**src/rtl/mem_arbiter.sv**
```systemverilog
// mem_arbiter: two-port round-robin arbiter/sequencer in front of a 64x8
// single-port memory. Requesters 0 and 1 issue single read/write
// transactions over a level req / one-cycle ack handshake; the arbiter
// serialises them onto the memory's wr/addr/din/dout interface, waits out the
// memory read latency and returns read data to the granted requester.
//
// Handshake: a requester raises reqN with wrN/addrN/wdataN stable and holds
// it until it sees ackN high for one cycle; it drops req in the cycle after
// the ack. The request fields are latched on the grant edge, so a req that
// falls while granted does not abort the transaction. A req still high in
// IDLE after its ack is treated as a new transaction.
//
// Timing (edge E0 = edge on which IDLE samples the request):
//   E0 -> ACCESS (mem_addr/mem_din/mem_wr driven for one cycle)
//   write          : E1 -> ACK, E2 -> IDLE
//   read RD_LAT=0  : E1 captures mem_dout, -> ACK
//   read RD_LAT>0  : E1 -> WAIT, rdata captured on edge E(1+RD_LAT), -> ACK
// The IDLE cycle after ACK is always present.
//
// dbg_state exposes the FSM state (0 IDLE, 1 ACCESS, 2 WAIT, 3 ACK).

module mem_arbiter #(
    parameter int AW     = 6,
    parameter int DW     = 8,
    parameter int RD_LAT = 1    // legal range 0..7
) (
    input  logic          clk,
    input  logic          reset,      // asynchronous, active low
    input  logic          req0,
    input  logic          req1,
    input  logic          wr0,
    input  logic          wr1,
    input  logic [AW-1:0] addr0,
    input  logic [AW-1:0] addr1,
    input  logic [DW-1:0] wdata0,
    input  logic [DW-1:0] wdata1,
    output logic          ack0,
    output logic          ack1,
    output logic [DW-1:0] rdata,
    output logic          busy,
    output logic          mem_wr,
    output logic [AW-1:0] mem_addr,
    output logic [DW-1:0] mem_din,
    input  logic [DW-1:0] mem_dout,
    output logic [1:0]    dbg_state
);

    typedef enum logic [1:0] {
        S_IDLE   = 2'd0,
        S_ACCESS = 2'd1,
        S_WAIT   = 2'd2,
        S_ACK    = 2'd3
    } state_t;

    // Value loaded into the WAIT down-counter; WAIT ends when it reaches 0.
    localparam int LAT_M1 = (RD_LAT > 0) ? (RD_LAT - 1) : 0;

    state_t        r_state;
    logic          r_grant;       // requester owning the current transaction
    logic          r_last_grant;  // requester served by the last completed transaction
    logic          r_wr;          // latched direction of the current transaction
    logic [2:0]    r_cnt;
    logic          r_ack0;
    logic          r_ack1;
    logic          r_busy;
    logic          r_mem_wr;
    logic [AW-1:0] r_mem_addr;
    logic [DW-1:0] r_mem_din;
    logic [DW-1:0] r_rdata;

    logic          w_any_req;
    logic          w_win;
    logic          w_win_wr;
    logic [AW-1:0] w_win_addr;
    logic [DW-1:0] w_win_wdata;

    // Winner selection: on a tie the requester that was not served last wins,
    // so a pending loser is always served next; a sole requester always wins.
    always_comb begin
        w_any_req = req0 | req1;
        w_win     = 1'b0;
        if (req0 && req1) begin
            w_win = ~r_last_grant;
        end else if (req1) begin
            w_win = 1'b1;
        end
        w_win_wr    = w_win ? wr1    : wr0;
        w_win_addr  = w_win ? addr1  : addr0;
        w_win_wdata = w_win ? wdata1 : wdata0;
    end

    // Transaction sequencer: grant, drive the memory, wait for read data, ack.
    always_ff @(posedge clk or negedge reset) begin
        if (!reset) begin
            r_state      <= S_IDLE;
            r_grant      <= 1'b0;
            r_last_grant <= 1'b1;   // makes requester 0 win the first tie
            r_wr         <= 1'b0;
            r_cnt        <= 3'd0;
            r_ack0       <= 1'b0;
            r_ack1       <= 1'b0;
            r_busy       <= 1'b0;
            r_mem_wr     <= 1'b0;
            r_mem_addr   <= '0;
            r_mem_din    <= '0;
            r_rdata      <= '0;
        end else begin
            case (r_state)
                S_IDLE: begin
                    r_ack0 <= 1'b0;
                    r_ack1 <= 1'b0;
                    if (w_any_req) begin
                        r_grant    <= w_win;
                        r_wr       <= w_win_wr;
                        r_mem_addr <= w_win_addr;
                        r_mem_din  <= w_win_wdata;
                        r_mem_wr   <= w_win_wr;
                        r_busy     <= 1'b1;
                        r_state    <= S_ACCESS;
                    end
                end

                S_ACCESS: begin
                    // The memory performs the write on this edge; the enable
                    // is therefore only ever high for the single ACCESS cycle.
                    r_mem_wr <= 1'b0;
                    if (r_wr) begin
                        r_ack0  <= ~r_grant;
                        r_ack1  <= r_grant;
                        r_state <= S_ACK;
                    end else if (RD_LAT == 0) begin
                        r_rdata <= mem_dout;
                        r_ack0  <= ~r_grant;
                        r_ack1  <= r_grant;
                        r_state <= S_ACK;
                    end else begin
                        r_cnt   <= 3'(LAT_M1);
                        r_state <= S_WAIT;
                    end
                end

                S_WAIT: begin
                    // mem_addr stays put so the memory pipeline keeps
                    // producing data for this address.
                    if (r_cnt == 3'd0) begin
                        r_rdata <= mem_dout;
                        r_ack0  <= ~r_grant;
                        r_ack1  <= r_grant;
                        r_state <= S_ACK;
                    end else begin
                        r_cnt <= r_cnt - 3'd1;
                    end
                end

                S_ACK: begin
                    r_ack0       <= 1'b0;
                    r_ack1       <= 1'b0;
                    r_busy       <= 1'b0;
                    r_last_grant <= r_grant;
                    r_state      <= S_IDLE;
                end

                default: begin
                    r_ack0   <= 1'b0;
                    r_ack1   <= 1'b0;
                    r_busy   <= 1'b0;
                    r_mem_wr <= 1'b0;
                    r_state  <= S_IDLE;
                end
            endcase
        end
    end

    assign ack0      = r_ack0;
    assign ack1      = r_ack1;
    assign rdata     = r_rdata;
    assign busy      = r_busy;
    assign mem_wr    = r_mem_wr;
    assign mem_addr  = r_mem_addr;
    assign mem_din   = r_mem_din;
    assign dbg_state = r_state;

endmodule

```
**config.mk**
```make
export PLATFORM = sky130hd
export DESIGN_NAME = mem_arbiter
export DESIGN_NICKNAME = d
export VERILOG_FILES = /design/src/rtl/mem_arbiter.sv
export SDC_FILE = /design/constraint.sdc
export NUM_CORES = 1
export LEC_CHECK = 0
export BUFFER_PORTS_ARGS = -buffer_cell sky130_fd_sc_hd__buf_4
export CAP_MARGIN = 20
export CORE_MARGIN = 2
export CORE_UTILIZATION = 47
export DETAILED_ROUTE_END_ITERATION = 8
export PLACE_DENSITY_LB_ADDON = 0.12
export SYNTH_ARGS = -nofsm -noshare
export SYNTH_HDL_FRONTEND = slang
export SYNTH_SLANG_ARGS = --single-unit
```
**constraint.sdc**
```tcl
create_clock -name clk -period 1.87 [get_ports clk]
set_input_delay 0 -clock clk [delete_from_list [all_inputs] [get_ports clk]]
set_output_delay 0 -clock clk [all_outputs]
set_load 0.01 [all_outputs]
```
; Word-level counts from Yosys, hierarchy flattened
; Cells that the tools add are included.
[totals]
register_bits = 34
input_bits = 42
output_inout_bits = 28
word_cells = 60
[classes]
n_addsub = 1
n_eq_ne = 8
muxes = 22
bitwise = 3
n_reduce_logical = 14
[ops]
columns = cell, count
row1 = $reduce_and A2 Y1, 6
row2 = $mux W1, 10
row3 = $ne A2 B2 Y1 const B, 5
row4 = $mux W8, 1
row5 = $pmux W2 S4, 1
row6 = $mux W3, 2
row7 = $mux W6, 1
row8 = $pmux W1 S3, 2
row9 = $pmux W3 S2, 1
row10 = $reduce_bool A2 Y1, 3
row11 = $eq A2 B2 Y1 const B, 2
row12 = $mux W2, 2
row13 = $pmux W1 S2, 2
row14 = $logic_not A3 Y1, 1
row15 = $reduce_and A3 Y1, 1
row16 = $sub A3 B1 Y3 const B, 1
row17 = $eq A2 B1 Y1 const B, 1
row18 = $logic_not A2 Y1, 1
row19 = $not A1 Y1, 2
row20 = $reduce_or A2 Y1, 1
row21 = $logic_and A1 B1 Y1, 1
row22 = $or A1 B1 Y1, 1

; Logic depth before layout (Yosys ltp)
[logic_depth]
depth_word = 5
ltp_mapped = 7
ltp_nobuf = 5

; Worst setup path before layout
; No wires, ideal clock.
[synth_path]
path_kind = reg2reg
startpoint = register r_state[0] (netlist: dbg_state[0])
endpoint = register r_cnt[2]
setup_time_ns = 0.090
arrival_time_ns = 1.537
required_time_ns = 1.780
path_slack_ns = 0.243
path_stages_with_launch = 7
path_cell_list = dfrtp_1 -> inv_1 -> ha_1 -> buf_6 -> inv_2 -> or4b_1 -> o221ai_1
[synth_between]
elab_chain_len = 3
[synth_lines]
columns = element, line_no
row1 = from (decl), 58  ; state_t r_state;
row2 = from (signal assigned), 95  ; r_state <= S_IDLE;
row3 = from (signal assigned), 119  ; r_state <= S_ACCESS;
row4 = from (signal assigned), 130  ; r_state <= S_ACK;
row5 = $eq A2 B2 Y1 or $eq A2 B1 Y1 (tied branches), 108  ; case (r_state)
row6 = $ne A2 B2 Y1 (no source line) or $reduce_bool A2 Y1 (tied branches), -
row7 = $reduce_and A3 Y1 (no source line), -
row8 = to (signal assigned), 137  ; r_cnt <= 3'(LAT_M1);
row9 = to (signal assigned), 151  ; r_cnt <= r_cnt - 3'd1;
row10 = to (decl), 62  ; logic [2:0] r_cnt;
; Parallel ways exist; a longest one is shown, timed or not.
; A chain may end at the register's enable or synchronous reset.

; Final worst setup path
; Same ends and word-level chain as after synthesis.

==> metrics list <==
- Number of synthesis warnings: 0
* Clock Power Share: 10.8%
- Final total negative setup slack: 0 ns
- In this run the power spent charging and discharging nets is 1.37 mW.
- Static timing analysis puts the maximum clock frequency at 0.568 GHz.
* Critical path data required time: 2.11 ns
- The worst register-to-register path has a setup slack of 0.11 ns.
* Number of antenna violations at the first check in global routing: 0
- Type of the worst setup path: flop to flop
* Endpoint class of the critical path: flop
- Clock-pin slew on the worst setup and hold paths: 0.10 ns
- Placed wire-length estimate after detailed placement: 3030 um
* End point of the worst hold path: mem_addr[0]$_DFFE_PN0P_
* Sequential cell area fraction in the yosys report: 50.6%
- Slew Limit Headroom: 70.1%
- Max Slew Vio Count: 0
- Number of levels in the clock H-tree: 2
- Dividing the detail-routed via count by the number of cells gives 5.23.
- At the worst endpoint, the arrival time is 2.01 ns.
* Power per unit of standard cell area: 1340 nW/um^2
- Vias in the first global route: 1,789
- Port buffer count: 69
- After synthesis, the mean cell area works out to between 10 and 15 sq um.
- Buffers added to address setup during post-CTS repair amount to 0.
- Prior to clock tree synthesis, the placed netlist has a worst setup slack of 0.0155 ns.
* DR DRC count: 0
- Summed over its instances, the top area cell type makes up 49.0% of the synthesized netlist area.
- At the pin with the least slew margin, the transition time is 0.447 ns.
- Across the routed clock network, the largest skew measured is roughly 0.010 ns.
- The worst hold path begins at addr1[0].
- For this configuration, the core starts out at a cell density of between 40% and 50%.
- Cell-internal power: 2.19 mW
- The worst hold path belongs to the class primary input to flop.
- Number of antenna-violating nets in the routed design: 0
* Overall die area: 4080 sq um
* Combined area of the multi-input logic cells: 761 sq um
* Worst R2R Path Depth: 5
- The later pin in the worst-skew pair is clocked with a latency of 0.34 ns.
* Number of detailed-route iterations in the first pass: 4
- Counting along the longest clock path gives a buffer depth of 2.
- Combinational logic is responsible for 51.9% of the overall power.
- Number of max-capacitance violations reported: 0
* Filler cell count in the final layout: 208
* Total power consumption of the routed design: 3.56 mW
- Of the available clock period, the critical path in the final layout requires ~94%.
* Width of the die: approximately 64 um
* Startpoint type of the worst setup path: flop
* Sw Ratio: 38.6%
- Counting every sink on the clock net gives 34.
* # diodes: 0
- Via count: between 1,500 and 2,000
- Clk root buf: sky130_fd_sc_hd__clkbuf_4
* Aggregate routed wire length: between 4000 and 5000 um
- Synthesis-to-layout area growth: 57.6%
* Fraction of final layout cells sized beyond drive strength 1: between 30 and 40%
- Worst Hold Path Cells: 3
* Vertical die dimension: roughly 64 um
- Outcome: finished clean
- Registers take 852 sq um.
- Num ports: 70
* Worst reg2reg endpoint: r_cnt[2]$_DFFE_PN0P_
* Core Area: 3390 sq um
* Wire length of the first global-routing pass: 8090 um
* Average routed wire per standard cell: 15.1 um
- Total routing resource utilization after global routing: around 26%
* Nets: 324
* Setup repair after global routing missed its margin: false
- The netlist uses 37 different library cells.
- Setup violations remaining at the end of the flow were counted as 0.
* Setup WS post-layout: 0.109 ns
- Clock tree from TritonCTS: built
- Starting DRT DRC Count: 56
- Synthesis produced a netlist whose cell count is ~170.
* Shortest period the worst path allows: approximately 1.8 ns
- Post-synthesis instance area: about 1700 sq um
* Worst IR Drop VDD: 0.000754 V
- Leakage power of the design: 1.25 nW
- Critical register-to-register path startpoint: dbg_state[0]$_DFFE_PN0P_
* Commonest non-fill, non-tap cell in the layout: sky130_fd_sc_hd__buf_4
* Part of the power in registers: 37.3%
- Flip-flop and latch count after synthesis: 34
- After global routing the overflow that remains totals 0.
* Number of nets produced by synthesis: 215
* Maximum number of pins on one net before global-route repair: 35
- Number of buffers created by CTS: 5
- Along the worst path, the maximum fanout reaches 9.
- The congestion estimate from routability-driven global placement came to 0.731.
* Number of hold violations in the final report: 0
- The initialized floorplan defines 21 standard-cell rows.
- Yosys attributes the largest share of cell area to sky130_fd_sc_hd__dfrtp_1, sky130_fd_sc_hd__a21oi_1, sky130_fd_sc_hd__mux2_2.
* Highest-count cells in the layout ignoring fill and taps: sky130_fd_sc_hd__buf_4, sky130_fd_sc_hd__dlygate4sd3_1, sky130_fd_sc_hd__dfrtp_1
- sky130_fd_sc_hd__dfrtp_1 takes more of the synthesized area than any other cell.
## per-layer routing
metal / up-vias / global-route usage, % / wire length [um]
li1: 786 / - / -
met1: 797 / 28.6 / 1790
met2: 72 / 46.5 / 2630
met3: 20 / 5.63 / 252
met4: 0 / 13.0 / 163
met5: - / 0 / 0
## Yosys cell counts
cell and n:
sky130_fd_sc_hd__a211oi_1 1, sky130_fd_sc_hd__a21bo_2 1, sky130_fd_sc_hd__a21boi_4 1, sky130_fd_sc_hd__a21oi_1 30, sky130_fd_sc_hd__a22o_1 1, sky130_fd_sc_hd__a2bb2oi_1 1, sky130_fd_sc_hd__a31oi_1 1, sky130_fd_sc_hd__a32oi_1 1
sky130_fd_sc_hd__and2_1 1, sky130_fd_sc_hd__buf_2 2, sky130_fd_sc_hd__buf_4 2, sky130_fd_sc_hd__buf_6 2, sky130_fd_sc_hd__clkbuf_1 1, sky130_fd_sc_hd__dfrtp_1 33, sky130_fd_sc_hd__dfstp_2 1, sky130_fd_sc_hd__ha_1 8
sky130_fd_sc_hd__inv_1 5, sky130_fd_sc_hd__inv_2 1, sky130_fd_sc_hd__mux2_2 11, sky130_fd_sc_hd__mux2i_1 1, sky130_fd_sc_hd__nand2_1 19, sky130_fd_sc_hd__nand2b_1 2, sky130_fd_sc_hd__nand3_1 2, sky130_fd_sc_hd__nor2_1 17
sky130_fd_sc_hd__nor2b_1 3, sky130_fd_sc_hd__nor3_1 1, sky130_fd_sc_hd__nor3b_1 1, sky130_fd_sc_hd__nor3b_2 1, sky130_fd_sc_hd__o21a_1 1, sky130_fd_sc_hd__o21ai_0 5, sky130_fd_sc_hd__o21ai_1 1, sky130_fd_sc_hd__o21ba_2 1
sky130_fd_sc_hd__o221ai_1 1, sky130_fd_sc_hd__o311ai_0 2, sky130_fd_sc_hd__o31ai_1 1, sky130_fd_sc_hd__or2_2 1, sky130_fd_sc_hd__or4b_1 1
## power by group through the flow
stage               registers (mW)  clock network (mW)  logic (mW)
global route                  1.37               0.422        2.03
detailed placement            1.33                   0        1.75
global placement              1.30                   0        1.69
CTS                           1.31               0.393        1.82
finish                        1.33               0.383        1.85
floorplan                     1.43                   0       0.899
## worst max-delay path, cell delays in order (launching register included)
cell,delay (ns)
sky130_fd_sc_hd__dfrtp_1,0.45
sky130_fd_sc_hd__inv_1,0.15
sky130_fd_sc_hd__ha_2,0.29
sky130_fd_sc_hd__inv_2,0.07
sky130_fd_sc_hd__or4b_1,0.50
sky130_fd_sc_hd__o221ai_1,0.21
## final cells by class
class,count,area share (%)
clock buffers,5,1.41
clock inverters,2,0.377
inverters,6,0.849
multi-input cells,118,28.7
flip-flops and latches,34,32.1
well taps,46,2.17
repair buffers,109,34.4
## sequential cells by signal (all words and copies together) (netlist names)
signal	cells
ack0	1
ack1	1
busy	1
dbg_state	2
mem_addr	6
mem_din	8
mem_wr	1
r_cnt	3
r_grant	1
r_last_grant	1
r_wr	1
rdata	8
## how the worst max path moves through the flow
stage / to / from
global route: r_cnt[2]$_DFFE_PN0P_ / dbg_state[0]$_DFFE_PN0P_
finish: r_cnt[2]$_DFFE_PN0P_ / dbg_state[0]$_DFFE_PN0P_
global placement: mem_din[5]$_DFFE_PN0P_ / dbg_state[0]$_DFFE_PN0P_
floorplan: r_cnt[2]$_DFFE_PN0P_ / dbg_state[0]$_DFFE_PN0P_
detailed placement: r_cnt[0]$_DFFE_PN0P_ / dbg_state[1]$_DFFE_PN0P_
CTS: r_cnt[0]$_DFFE_PN0P_ / dbg_state[1]$_DFFE_PN0P_
## per-stage QoR
stage | instances | instance area, sq um | util (%) | hold WS, ns
final | 320 | 2650 | 78.3 | 0.0109
after global routing | 320 | 2650 | 78.3 | 0.0424
after CTS | 319 | 2640 | 78.0 | 0.000809
after detailed placement | 274 | 2220 | 65.4 | -0.0266
after global placement | 274 | 2220 | 65.4 | -0.0331
after floorplan | 165 | 1680 | - | -0.296
## kinds of logic (layout without fill, tap and decap cells)
| kind of cell | Yosys count | in the layout | share of synthesized area [%] |
|---|---|---|---|
| AO/OA/AOI/OAI | 49 | 49 | 17.8 |
| AND/OR/NAND/NOR | 49 | 49 | 13.3 |
| flip-flops | 34 | 34 | 50.6 |
| buffers and inverters | 13 | 122 | 4.38 |
| multiplexers | 12 | 12 | 7.95 |
| adder cells (fa/ha/maj) | 8 | 8 | 5.94 |
## what timing repair did
action	4_1_cts	5_1_grt
hold endpoints to repair	58	0
hold buffers	38	0
resized for setup	0	3
setup endpoints to repair	0	3
Note: power is estimated with default switching activity, not from simulation.
